## config.mk

```make
export PLATFORM = sky130hd
export DESIGN_NAME = alu_arbiter_flat
export DESIGN_NICKNAME = d
export VERILOG_FILES = /design/src/rtl/alu_arbiter_if.sv /design/src/rtl/alu_arbiter.sv /design/src/flat_wrapper.sv
export SDC_FILE = /design/constraint.sdc
export NUM_CORES = 1
export LEC_CHECK = 0
export CORE_UTILIZATION = 41
export DETAILED_ROUTE_END_ITERATION = 8
export GPL_ROUTABILITY_DRIVEN = 0
export MAX_ROUTING_LAYER = met4
export PLACE_DENSITY = 0.95
export SYNTH_ARGS = -nofsm -noshare
export SYNTH_HDL_FRONTEND = slang
export SYNTH_SLANG_ARGS = --single-unit
```

## constraint.sdc

```tcl
create_clock -name clk -period 10.5 [get_ports clk]
set_input_delay 3.15 -clock clk [delete_from_list [all_inputs] [get_ports clk]]
set_output_delay 3.15 -clock clk [all_outputs]
set_load 0.005 [all_outputs]
```

## src/rtl/alu_arbiter_if.sv

```systemverilog
// alu_arbiter_if: bundles the two requester handshakes, the response channel
// and the operand/result bus to the shared combinational alu.
//   master : the environment (requesters, response consumer, alu)
//   slave  : the arbiter itself
interface alu_arbiter_if #(
    parameter int BITWIDTH = 32
);
    logic                req0_valid;
    logic                req0_ready;
    logic [BITWIDTH-1:0] req0_a;
    logic [BITWIDTH-1:0] req0_b;
    logic [3:0]          req0_op;

    logic                req1_valid;
    logic                req1_ready;
    logic [BITWIDTH-1:0] req1_a;
    logic [BITWIDTH-1:0] req1_b;
    logic [3:0]          req1_op;

    logic                rsp_valid;
    logic                rsp_id;
    logic [BITWIDTH-1:0] rsp_result;
    logic                rsp_err;
    logic                rsp_ready;

    logic [BITWIDTH-1:0] alu_a;
    logic [BITWIDTH-1:0] alu_b;
    logic [3:0]          alu_op;
    logic [BITWIDTH-1:0] alu_result;

    modport master (
        output req0_valid, req0_a, req0_b, req0_op,
        output req1_valid, req1_a, req1_b, req1_op,
        output rsp_ready, alu_result,
        input  req0_ready, req1_ready,
        input  rsp_valid, rsp_id, rsp_result, rsp_err,
        input  alu_a, alu_b, alu_op
    );

    modport slave (
        input  req0_valid, req0_a, req0_b, req0_op,
        input  req1_valid, req1_a, req1_b, req1_op,
        input  rsp_ready, alu_result,
        output req0_ready, req1_ready,
        output rsp_valid, rsp_id, rsp_result, rsp_err,
        output alu_a, alu_b, alu_op
    );
endinterface

```

## src/rtl/alu_arbiter.sv

```systemverilog
// alu_arbiter: shares one combinational alu between two requesters using
// round-robin arbitration. Operands are registered onto the alu bus on accept,
// the alu result is registered one cycle later and held until consumed.
// Ports:
//   clk  - clock, rising edge
//   rst  - asynchronous active-high reset
//   bus  - alu_arbiter_if slave modport (requests, response, alu bus)
module alu_arbiter #(
    parameter int BITWIDTH = 32
) (
    input  logic         clk,
    input  logic         rst,
    alu_arbiter_if.slave bus
);
    typedef enum logic [1:0] {IDLE, EXEC, RESP} state_t;

    state_t              state;
    state_t              state_nx;
    logic                last_grant;
    logic                grant;
    logic                grant_valid;
    logic                accept;
    logic                id_q;
    logic [BITWIDTH-1:0] a_q;
    logic [BITWIDTH-1:0] b_q;
    logic [3:0]          op_q;
    logic [BITWIDTH-1:0] result_q;
    logic                rsp_valid_q;
    logic                rsp_id_q;
    logic                rsp_err_q;

    function automatic logic illegal_op(input logic [3:0] op);
        case (op)
            4'b0000, 4'b1000, 4'b0001, 4'b0010, 4'b0011,
            4'b0100, 4'b0101, 4'b1101, 4'b0110, 4'b0111: illegal_op = 1'b0;
            default:                                     illegal_op = 1'b1;
        endcase
    endfunction

    // On contention the requester that was not served last wins.
    always_comb begin
        grant_valid = bus.req0_valid | bus.req1_valid;
        grant       = bus.req1_valid;
        if (bus.req0_valid && bus.req1_valid) begin
            grant = ~last_grant;
        end
    end

    // Ready is masked by rst so no handshake is seen while reset is held.
    assign accept         = (state == IDLE) & grant_valid & ~rst;
    assign bus.req0_ready = accept & ~grant;
    assign bus.req1_ready = accept & grant;

    always_comb begin
        state_nx = state;
        case (state)
            IDLE:    if (accept) state_nx = EXEC;
            EXEC:    state_nx = RESP;
            RESP:    if (bus.rsp_ready) state_nx = IDLE;
            default: state_nx = IDLE;
        endcase
    end

    always_ff @(posedge clk or posedge rst) begin
        if (rst) begin
            state       <= IDLE;
            last_grant  <= 1'b1;
            id_q        <= 1'b0;
            a_q         <= '0;
            b_q         <= '0;
            op_q        <= '0;
            result_q    <= '0;
            rsp_valid_q <= 1'b0;
            rsp_id_q    <= 1'b0;
            rsp_err_q   <= 1'b0;
        end else begin
            state <= state_nx;
            if (accept) begin
                a_q        <= grant ? bus.req1_a  : bus.req0_a;
                b_q        <= grant ? bus.req1_b  : bus.req0_b;
                op_q       <= grant ? bus.req1_op : bus.req0_op;
                last_grant <= grant;
                id_q       <= grant;
            end
            if (state == EXEC) begin
                result_q    <= bus.alu_result;
                rsp_id_q    <= id_q;
                rsp_err_q   <= illegal_op(op_q);
                rsp_valid_q <= 1'b1;
            end
            if (state == RESP && bus.rsp_ready) begin
                rsp_valid_q <= 1'b0;
            end
        end
    end

    assign bus.alu_a      = a_q;
    assign bus.alu_b      = b_q;
    assign bus.alu_op     = op_q;
    assign bus.rsp_valid  = rsp_valid_q;
    assign bus.rsp_id     = rsp_id_q;
    assign bus.rsp_result = result_q;
    assign bus.rsp_err    = rsp_err_q;
endmodule

```

## src/flat_wrapper.sv

```systemverilog
// flat-port wrapper written by rule: the top's interface ports become plain ports
module alu_arbiter_flat 
#(
    parameter int BITWIDTH = 32
)
  (clk, rst, bus_req0_valid, bus_req0_a, bus_req0_b, bus_req0_op, bus_req1_valid, bus_req1_a, bus_req1_b, bus_req1_op, bus_rsp_ready, bus_alu_result, bus_req0_ready, bus_req1_ready, bus_rsp_valid, bus_rsp_id, bus_rsp_result, bus_rsp_err, bus_alu_a, bus_alu_b, bus_alu_op);
  alu_arbiter_if #(.BITWIDTH(BITWIDTH)) bus_i ();
  input  logic clk;
  input  logic rst;
  input wire logic [$bits(bus_i.req0_valid)-1:0] bus_req0_valid;
  input wire logic [$bits(bus_i.req0_a)-1:0] bus_req0_a;
  input wire logic [$bits(bus_i.req0_b)-1:0] bus_req0_b;
  input wire logic [$bits(bus_i.req0_op)-1:0] bus_req0_op;
  input wire logic [$bits(bus_i.req1_valid)-1:0] bus_req1_valid;
  input wire logic [$bits(bus_i.req1_a)-1:0] bus_req1_a;
  input wire logic [$bits(bus_i.req1_b)-1:0] bus_req1_b;
  input wire logic [$bits(bus_i.req1_op)-1:0] bus_req1_op;
  input wire logic [$bits(bus_i.rsp_ready)-1:0] bus_rsp_ready;
  input wire logic [$bits(bus_i.alu_result)-1:0] bus_alu_result;
  output wire logic [$bits(bus_i.req0_ready)-1:0] bus_req0_ready;
  output wire logic [$bits(bus_i.req1_ready)-1:0] bus_req1_ready;
  output wire logic [$bits(bus_i.rsp_valid)-1:0] bus_rsp_valid;
  output wire logic [$bits(bus_i.rsp_id)-1:0] bus_rsp_id;
  output wire logic [$bits(bus_i.rsp_result)-1:0] bus_rsp_result;
  output wire logic [$bits(bus_i.rsp_err)-1:0] bus_rsp_err;
  output wire logic [$bits(bus_i.alu_a)-1:0] bus_alu_a;
  output wire logic [$bits(bus_i.alu_b)-1:0] bus_alu_b;
  output wire logic [$bits(bus_i.alu_op)-1:0] bus_alu_op;
  assign bus_i.req0_valid = bus_req0_valid;
  assign bus_i.req0_a = bus_req0_a;
  assign bus_i.req0_b = bus_req0_b;
  assign bus_i.req0_op = bus_req0_op;
  assign bus_i.req1_valid = bus_req1_valid;
  assign bus_i.req1_a = bus_req1_a;
  assign bus_i.req1_b = bus_req1_b;
  assign bus_i.req1_op = bus_req1_op;
  assign bus_i.rsp_ready = bus_rsp_ready;
  assign bus_i.alu_result = bus_alu_result;
  assign bus_req0_ready = bus_i.req0_ready;
  assign bus_req1_ready = bus_i.req1_ready;
  assign bus_rsp_valid = bus_i.rsp_valid;
  assign bus_rsp_id = bus_i.rsp_id;
  assign bus_rsp_result = bus_i.rsp_result;
  assign bus_rsp_err = bus_i.rsp_err;
  assign bus_alu_a = bus_i.alu_a;
  assign bus_alu_b = bus_i.alu_b;
  assign bus_alu_op = bus_i.alu_op;
  alu_arbiter #(.BITWIDTH(BITWIDTH)) u_core (.clk(clk), .rst(rst), .bus(bus_i));
endmodule
```

==> results of run 1 <==
cell usage in the layout, fill, tap and decap left out, drive strengths merged:
cell | Yosys | routed
a21oi | 1 | 1
a221o | 68 | 68
and3 | 1 | 1
buf | 22 | 8
clkbuf | 21 | 10
clkdlybuf4s50 | 0 | 276
clkinv | 0 | 1
clkinvlp | 0 | 2
dfrtp | 106 | 106
dfstp | 1 | 1
inv | 4 | 6
mux2 | 33 | 33
nand2 | 70 | 70
nand2b | 3 | 3
nand3 | 1 | 1
nor2 | 1 | 1
nor2b | 1 | 1
nor3 | 69 | 69
o21a | 2 | 2
o21ai | 5 | 5
or3 | 1 | 1
xor2 | 1 | 1
registers in the layout (all words and copies together), names as in the netlist:
signal,flops
u_core.last_grant,1
u_core.bus.rsp_valid,1
u_core.bus.alu_a,32
u_core.bus.rsp_result,32
u_core.bus.rsp_id,1
u_core.state,2
u_core.bus.alu_b,32
u_core.id_q,1
u_core.bus.rsp_err,1
u_core.bus.alu_op,4
final timing paths:
path | startpoint | end | slack [ps] | cells past startpoint
max in group asynchronous | rst | u_core.bus.rsp_result[23] | 6010 | 3
worst min-delay path | u_core.bus.rsp_result[11] | u_core.bus.rsp_result[11] | 510 | 1
worst min register to register | u_core.bus.rsp_result[11] | u_core.bus.rsp_result[11] | 510 | 1
min in group asynchronous | rst | u_core.bus.alu_op[2] | 3320 | 2
worst max register to register | u_core.state[1] | u_core.bus.alu_b[29] | 8480 | 4
worst max-delay path | rst | bus_req1_ready | 2640 | 4
area by class of cell:
cell class	count	area, um2
clock buffer	10	239.0
timing repair buffer	284	2820
inverter	4	17.52
multi-input combinational	257	1887
fill	812	3511
clock inverter	5	37.54
tap	143	178.9
sequential	107	2679
cell usage after synthesis:
cell type  count
nand2b_1       3
xor2_1         1
buf_6          5
nor3_2        21
nand3_1        1
dfstp_2        1
o21ai_1        1
or3_1          1
clkbuf_1      21
nor3_1        48
o21ai_0        4
dfrtp_1      106
a21oi_1        1
nand2_1       70
buf_2         15
and3_1         1
inv_1          4
a221o_1       68
buf_1          1
buf_4          1
nor2b_1        1
mux2_2        33
o21a_1         2
nor2_1         1
critical path, stage by stage:
cell and delay [ps]:
clkdlybuf4s50_1 490, nor3_2 270, and3_2 280, clkdlybuf4s50_1 510
through the flow:
step	utilization (%)	hold slack, ps
3_5_place_dp	66.69	474.5
3_3_place_gp	66.69	463.1
2_1_floorplan	-	460.0
4_1_cts	69.12	507.5
6_report	69.12	505.2
5_1_grt	69.12	524.1
logic make-up (layout without fill, tap and decap cells):
kind of cell              Yosys count  in the layout  synth area share, %
AOI/OAI and AO/OA                  76             76                15.18
and+or+nand+nor                   147            147                15.89
DFF                               107            107                56.03
xor gates and xnor gates            1              1               0.1832
muxes                              33             33                7.773
buffers and inverters              47            303                4.946
power breakdown:
group	switching [mW]	internal (mW)
clock	0.148	0.167
combinational	0.279	0.546
sequential	0.120	0.608
total	0.547	1.32
metal layers:
metal / share of wire, % / wire length, um
met5: 0 / 0
met4: 2.7 / 405
met3: 8.4 / 1253
met2: 51 / 7575
met1: 38 / 5658
==> flow_summary.json, run 1 <==
{
  "outcome": "completed",
  "yosysWarnings": 0,
  "path_class": "in -> out",
  "cts_setup_buffers": 0,
  "clock_skew_ps": 5.161,
  "finalNetCount": 836,
  "grt_use_met3_pct": 4.586,
  "power_density_nw_per_um2": 237.8,
  "hpwl_um": 10540,
  "dpl_cell_area_um2": 7582,
  "clock-sinks": 107,
  "report.final.setup_viol": 0,
  "p_leak_nw": 3.208,
  "slew_viol_final": 0,
  "fin_tns_setup_ps": 0,
  "timing.final.crit_share_pct": 74.84,
  "rows": 39,
  "die_h_um": 110.0,
  "worstSetupEndpointType": "output port",
  "cts_tree": "built",
  "dp_slack_ps": 2643,
  "ys_seq_elements": 107,
  "antennaDiodeCount": 0,
  "grt_usage_pct": 24.73,
  "start_util_pct": 42.05,
  "worstPathArrival_ps": 4710,
  "ant_nets": 0,
  "firstDrtPassIters": 4,
  "max-cap-violations": 0,
  "syn2layout_area_growth_pct": 64.38,
  "wl_per_cell_um": 18.39,
  "cts_root_buf": "clkbuf_16",
  "required_ps": 7350,
  "synth_top_area_cell": "dfrtp_1",
  "grt_most_used_layer": "met2",
  "pin_count": 278,
  "period_minus_slack_ps": 7858,
  "max-slew-margin-rel_pct": 41.64,
  "rsz0062_at_grt": "false",
  "drcViolationCount": 0,
  "die_area_um2": 12100,
  "finalPower_mw": 1.869,
  "grt_max_degree": 70,
  "dp.cells": 795,
  "clk_pin_slew_worst_paths_ps": 70,
  "synthCells": 411,
  "io_buffers": 277,
  "design_area_um2": 7859,
  "critPathMaxFanout": 3,
  "grt_pass1_vias": 4432,
  "use_met2_pct": 42.81,
  "grt_pass1_wl_um": 22070,
  "netlist-cell-type-count": 24,
  "vias_per_cell": 5.462,
  "final-hold-violation-count": 0,
  "drive_above_1_share_pct": 12.44,
  "hold_buffers": 0,
  "htree_levels": 3,
  "postRouteWirelength_um": 14890,
  "cts-resized-gates": 0,
  "synth_area_leaders": "dfrtp_1 55%, a221o_1 14%, mux2_2 7.8%, nand2_1 5.5%, nor3_1 5.0%",
  "via_count": 4424,
  "core_um2": 11370,
  "clk_path_buf_depth": 2,
  "final_cells": 810,
  "syn-num-nets": 584,
  "insertion_delay_ps": 340,
  "dr.first_iter.drc_count": 349,
  "max_freq_mhz": 127.3,
  "antenna_found_initial": 0,
  "seq_area_frac_synth_pct": 56.03,
  "synth_area_um2": 4781,
  "synth_area_per_cell_um2": 11.63,
  "gr-total-overflow": 0,
  "die_x_um": 110.0,
  "critical_path.startpoint_type": "input port",
  "hold_path.class": "reg -> reg",
  "fin_ws_ps": 2642,
  "synth_top_area_share_pct": 55.48,
  "gr-usage-met1_pct": 28.12,
  "numCtsBuffers": 9,
  "worstMarginPinSlew_ps": 875.5,
  "peakVddDrop_mv": 0.1380
}
No activity file was read; power rests on OpenSTA's default activity.
==> run 2: changes to the inputs <==
--- a/config.mk
+++ b/config.mk
@@ -5,11 +5,11 @@
 export SDC_FILE = /design/constraint.sdc
 export NUM_CORES = 1
 export LEC_CHECK = 0
-export CORE_UTILIZATION = 41
+export CORE_UTILIZATION = 35
 export DETAILED_ROUTE_END_ITERATION = 8
 export GPL_ROUTABILITY_DRIVEN = 0
 export MAX_ROUTING_LAYER = met4
-export PLACE_DENSITY = 0.95
+export PLACE_DENSITY = 0.9
 export SYNTH_ARGS = -nofsm -noshare
 export SYNTH_HDL_FRONTEND = slang
 export SYNTH_SLANG_ARGS = --single-unit
==> constraint.sdc (replaced) <==
create_clock -name clk -period 6.8 [get_ports clk]
set_input_delay 2.04 -clock clk [delete_from_list [all_inputs] [get_ports clk]]
set_output_delay 2.04 -clock clk [all_outputs]
set_load 0.005 [all_outputs]
==> flow_summary.json, run 2 (same netlist as run 1, synthesis figures left out) <==
{
  "outcome": "completed",
  "fin_tns_setup_ps": 0,
  "hpwl_um": 10760,
  "finalNetCount": 836,
  "clk_pin_slew_worst_paths_ps": 60,
  "rsz0062_at_grt": "false",
  "hp-start": "u_core.id_q",
  "hold_path.class": "reg -> reg",
  "core_um2": 13300,
  "grt_usage_pct": 22.21,
  "min_to": "u_core.id_q",
  "cts_tree": "built",
  "p_leak_nw": 3.207,
  "rr_worst_depth": 4,
  "r2r_slack_ps": 4480,
  "final_cell_mix": "276 x clkdlybuf4s50_1, 106 x dfrtp_1, 70 x nand2_1",
  "report.final.setup_viol": 0,
  "power_density_nw_per_um2": 364.6,
  "max_freq_mhz": 176.5,
  "max-slew-margin-rel_pct": 19.65,
  "clock_skew_ps": 14.61,
  "cts_root_buf": "clkbuf_16",
  "dp.cells": 828,
  "clock-sinks": 107,
  "critical_path.startpoint_type": "input port",
  "critPathMaxFanout": 3,
  "numCtsBuffers": 9,
  "gr-total-overflow": 0,
  "worstPathArrival_ps": 3620,
  "postRouteWirelength_um": 15150,
  "antennaDiodeCount": 0,
  "max-cap-violations": 0,
  "finalPower_mw": 2.880,
  "htree_levels": 3,
  "firstDrtPassIters": 4,
  "path_class": "in -> out",
  "design_area_um2": 7900,
  "cts_setup_buffers": 0,
  "final_cells": 843,
  "r2r_end": "u_core.bus.alu_b[1]",
  "final-hold-violation-count": 0,
  "peakVddDrop_mv": 0.1423,
  "insertion_delay_ps": 340,
  "io_buffers": 277,
  "rows": 42,
  "syn2layout_area_growth_pct": 65.24,
  "grt_max_degree": 70,
  "antenna_found_initial": 0,
  "worstSetupEndpointType": "output port",
  "drive_above_1_share_pct": 12.44,
  "required_ps": 4760,
  "timing.final.crit_share_pct": 83.30,
  "vias_per_cell": 5.285,
  "period_minus_slack_ps": 5664,
  "cts-resized-gates": 0,
  "hold_buffers": 0,
  "dpl_cell_area_um2": 7624,
  "drcViolationCount": 0,
  "holdPathStages": 1,
  "slew_viol_final": 0,
  "die_area_um2": 14130,
  "wl_per_cell_um": 17.98,
  "grt_pass1_vias": 4677,
  "pin_count": 278,
  "die_h_um": 118.9,
  "start_util_pct": 35.96,
  "clk_path_buf_depth": 2,
  "dr.first_iter.drc_count": 253,
  "reg2reg_from": "u_core.last_grant",
  "grt_pass1_wl_um": 23890,
  "layout_commonest_cell": "clkdlybuf4s50_1",
  "ant_nets": 0,
  "via_count": 4455,
  "worstMarginPinSlew_ps": 1203,
  "die_x_um": 118.9
}
-- run 2: changes by cell type in the layout (fill, tap and decap cells not counted), sizes merged --
cell    before  now
inv          6    5
clkinv       1    2
-- run 2: cell type report --
| class | instances | area [um2] |
|---|---|---|
| clock buffer | 10 | 239.0 |
| clock inverter | 5 | 37.54 |
| fill | 1036 | 5395 |
| inverter | 4 | 17.52 |
| multi-input combinational | 257 | 1887 |
| sequential | 107 | 2679 |
| tap | 176 | 220.2 |
| timing repair buffer | 284 | 2820 |
-- run 2: power breakdown --
part           internal, mW  switching [mW]
Sequential            0.939           0.187
Combinational         0.843           0.423
Clock                 0.258           0.229
-- run 2: metal layers --
metal | GRT usage (%) | wire length (um) | vias up
li1 | - | - | 2027
met1 | 26.42 | 6090 | 2145
met2 | 37.06 | 7540 | 250
met3 | 4.933 | 1101 | 33
met4 | 7.991 | 420 | 0
met5 | - | 0 | -
-- run 2: worst max-delay path: stages --
cell and delay, ps:
clkdlybuf4s50_1 490, nor3_2 280, and3_2 260, clkdlybuf4s50_1 550
-- run 2: per-stage QoR --
| step | hold slack (ps) | util (%) | setup slack [ps] |
|---|---|---|---|
| 5_1_grt | 516.6 | 59.42 | 1058 |
| 6_report | 493.1 | 59.42 | 1136 |
| 3_3_place_gp | 466.4 | 57.34 | 1165 |
| 2_1_floorplan | 460.0 | - | 1890 |
| 4_1_cts | 494.3 | 59.42 | 1123 |
| 3_5_place_dp | 479.9 | 57.34 | 1133 |
-- run 2: worst max path at each step --
stage                         startpoint              to  cells after the start
after floorplan           bus_req0_valid  bus_req0_ready                      5
after global placement               rst  bus_req1_ready                      4
after detailed placement             rst  bus_req1_ready                      4
after CTS                            rst  bus_req1_ready                      4
after global routing                 rst  bus_req1_ready                      4
final                                rst  bus_req1_ready                      4
==> run 3: changes to the inputs <==
==> constraint.sdc (replaced) <==
create_clock -name clk -period 4.59 [get_ports clk]
set_input_delay 1.377 -clock clk [delete_from_list [all_inputs] [get_ports clk]]
set_output_delay 1.377 -clock clk [all_outputs]
set_load 0.005 [all_outputs]
==> flow_summary.json, run 3 (same netlist as run 1, synthesis figures left out) <==
{
  "via_count": 4450,
  "peakVddDrop_mv": 0.2335,
  "final_cells": 846,
  "cts-resized-gates": 0,
  "crit_chain": "clkdlybuf4s50_1, nor3_2, nand3_1, inv_1, clkdlybuf4s50_1",
  "critPathMaxStageDelay_ps": 540,
  "worstSetupEndpointType": "output port",
  "r2r_slack_ps": 2590,
  "pin_count": 278,
  "slowest_stage": "clkdlybuf4s50_1",
  "rsz0062_at_grt": "false",
  "die_h_um": 118.9,
  "timing.final.crit_share_pct": 94.97,
  "report.final.setup_viol": 0,
  "grt_usage_pct": 22.44,
  "die_x_um": 118.9,
  "drcViolationCount": 0,
  "die_area_um2": 14130,
  "cts_tree": "built",
  "ant_nets": 0,
  "max-slew-margin-rel_pct": 22.52,
  "worstMarginPinSlew_ps": 1158,
  "layout_commonest_cell": "clkdlybuf4s50_1",
  "required_ps": 3210,
  "drive_above_1_share_pct": 12.71,
  "start_util_pct": 35.96,
  "antenna_found_initial": 1,
  "clk_pin_slew_worst_paths_ps": 70,
  "numCtsBuffers": 9,
  "seq_area_um2": 2679,
  "rows": 42,
  "critPathMaxFanout": 3,
  "vias_per_cell": 5.260,
  "gr-total-overflow": 0,
  "critical_path.most_common_cell": "clkdlybuf4s50_1",
  "critPathBufInv": 3,
  "hold_buffers": 0,
  "insertion_delay_ps": 340,
  "hold_path.class": "reg -> reg",
  "dr.first_iter.drc_count": 316,
  "grt_pass1_wl_um": 24150,
  "worstPathArrival_ps": 2980,
  "htree_levels": 3,
  "power_density_nw_per_um2": 540.5,
  "cts_setup_buffers": 0,
  "dp.cells": 829,
  "clock-sinks": 107,
  "multi_input_comb_area_um2": 1887,
  "cp_top_family": "buffers and inverters",
  "core_um2": 13300,
  "final_cell_mix": "276 x clkdlybuf4s50_1, 106 x dfrtp_1, 70 x nand2_1",
  "clk_path_buf_depth": 2,
  "layout.filler_cells": 1075,
  "firstDrtPassIters": 4,
  "cts_root_buf": "clkbuf_16",
  "period_minus_slack_ps": 4359,
  "outcome": "completed",
  "max-cap-violations": 0,
  "critical_path.startpoint_type": "input port",
  "io_buffers": 277,
  "fin_tns_setup_ps": 0,
  "grt_pass1_vias": 4663,
  "syn2layout_area_growth_pct": 65.66,
  "final_core_util_pct": 59.57,
  "slew_viol_final": 0,
  "path_class": "in -> out",
  "finalNetCount": 837,
  "final-hold-violation-count": 0,
  "hpwl_um": 10740,
  "grt_max_degree": 69,
  "wl_per_cell_um": 17.75,
  "postRouteWirelength_um": 15020,
  "max_freq_mhz": 229.4,
  "p_leak_nw": 3.221,
  "clock_skew_ps": 10.16
}
[run 3: power by group]
part           switching, mW  internal (mW)
Sequential             0.275           1.39
Combinational          0.628           1.25
Clock                  0.359          0.378
Total                   1.26           3.02
[run 3: final timing paths]
check                                   startpoint                       end  cells past startpoint
worst max-delay path                           rst            bus_req0_ready                      5
worst min-delay path            u_core.bus.rsp_err        u_core.bus.rsp_err                      2
worst max register to register     u_core.state[1]      u_core.bus.alu_a[16]                      4
worst min register to register  u_core.bus.rsp_err        u_core.bus.rsp_err                      2
max in group asynchronous                      rst      u_core.bus.alu_b[27]                      3
min in group asynchronous                      rst  u_core.bus.rsp_result[4]                      2
[run 3: stage by stage]
stage	worst slack (ps)	cell area, um2	power, mW	hold WS, ps
6_report	230.8	7920	4.281	490.2
3_5_place_dp	230.9	7631	3.574	477.2
4_1_cts	232.3	7918	4.327	493.3
3_3_place_gp	284.5	7631	3.486	466.2
2_1_floorplan	397.4	4781	2.348	460.0
5_1_grt	173.2	7920	4.533	518.0
[run 3: layout make-up]
cell class,instances,share of cell area [%]
diodes,1,0.03160
clock buffers,9,2.844
clock inverters,7,0.7741
inverters,4,0.2212
multi-input cells,257,23.82
flip-flops and latches,107,33.82
well taps,176,2.780
repair buffers,285,35.70
[run 3: worst register-to-register path, cell delays in order (launching register included)]
cell,delay (ps)
dfrtp_1,430
nor3_2,320
and3_2,260
buf_4,560
a221o_1,370
[run 3: metal layers]
| metal | GRT usage [%] | routed length, um | vias to the layer above |
|---|---|---|---|
| met5 | - | 0 | - |
| met1 | 26.20 | 5983 | 2140 |
| met2 | 37.32 | 7498 | 245 |
| met4 | 8.465 | 431 | 0 |
| li1 | - | - | 2037 |
| met3 | 5.651 | 1102 | 28 |
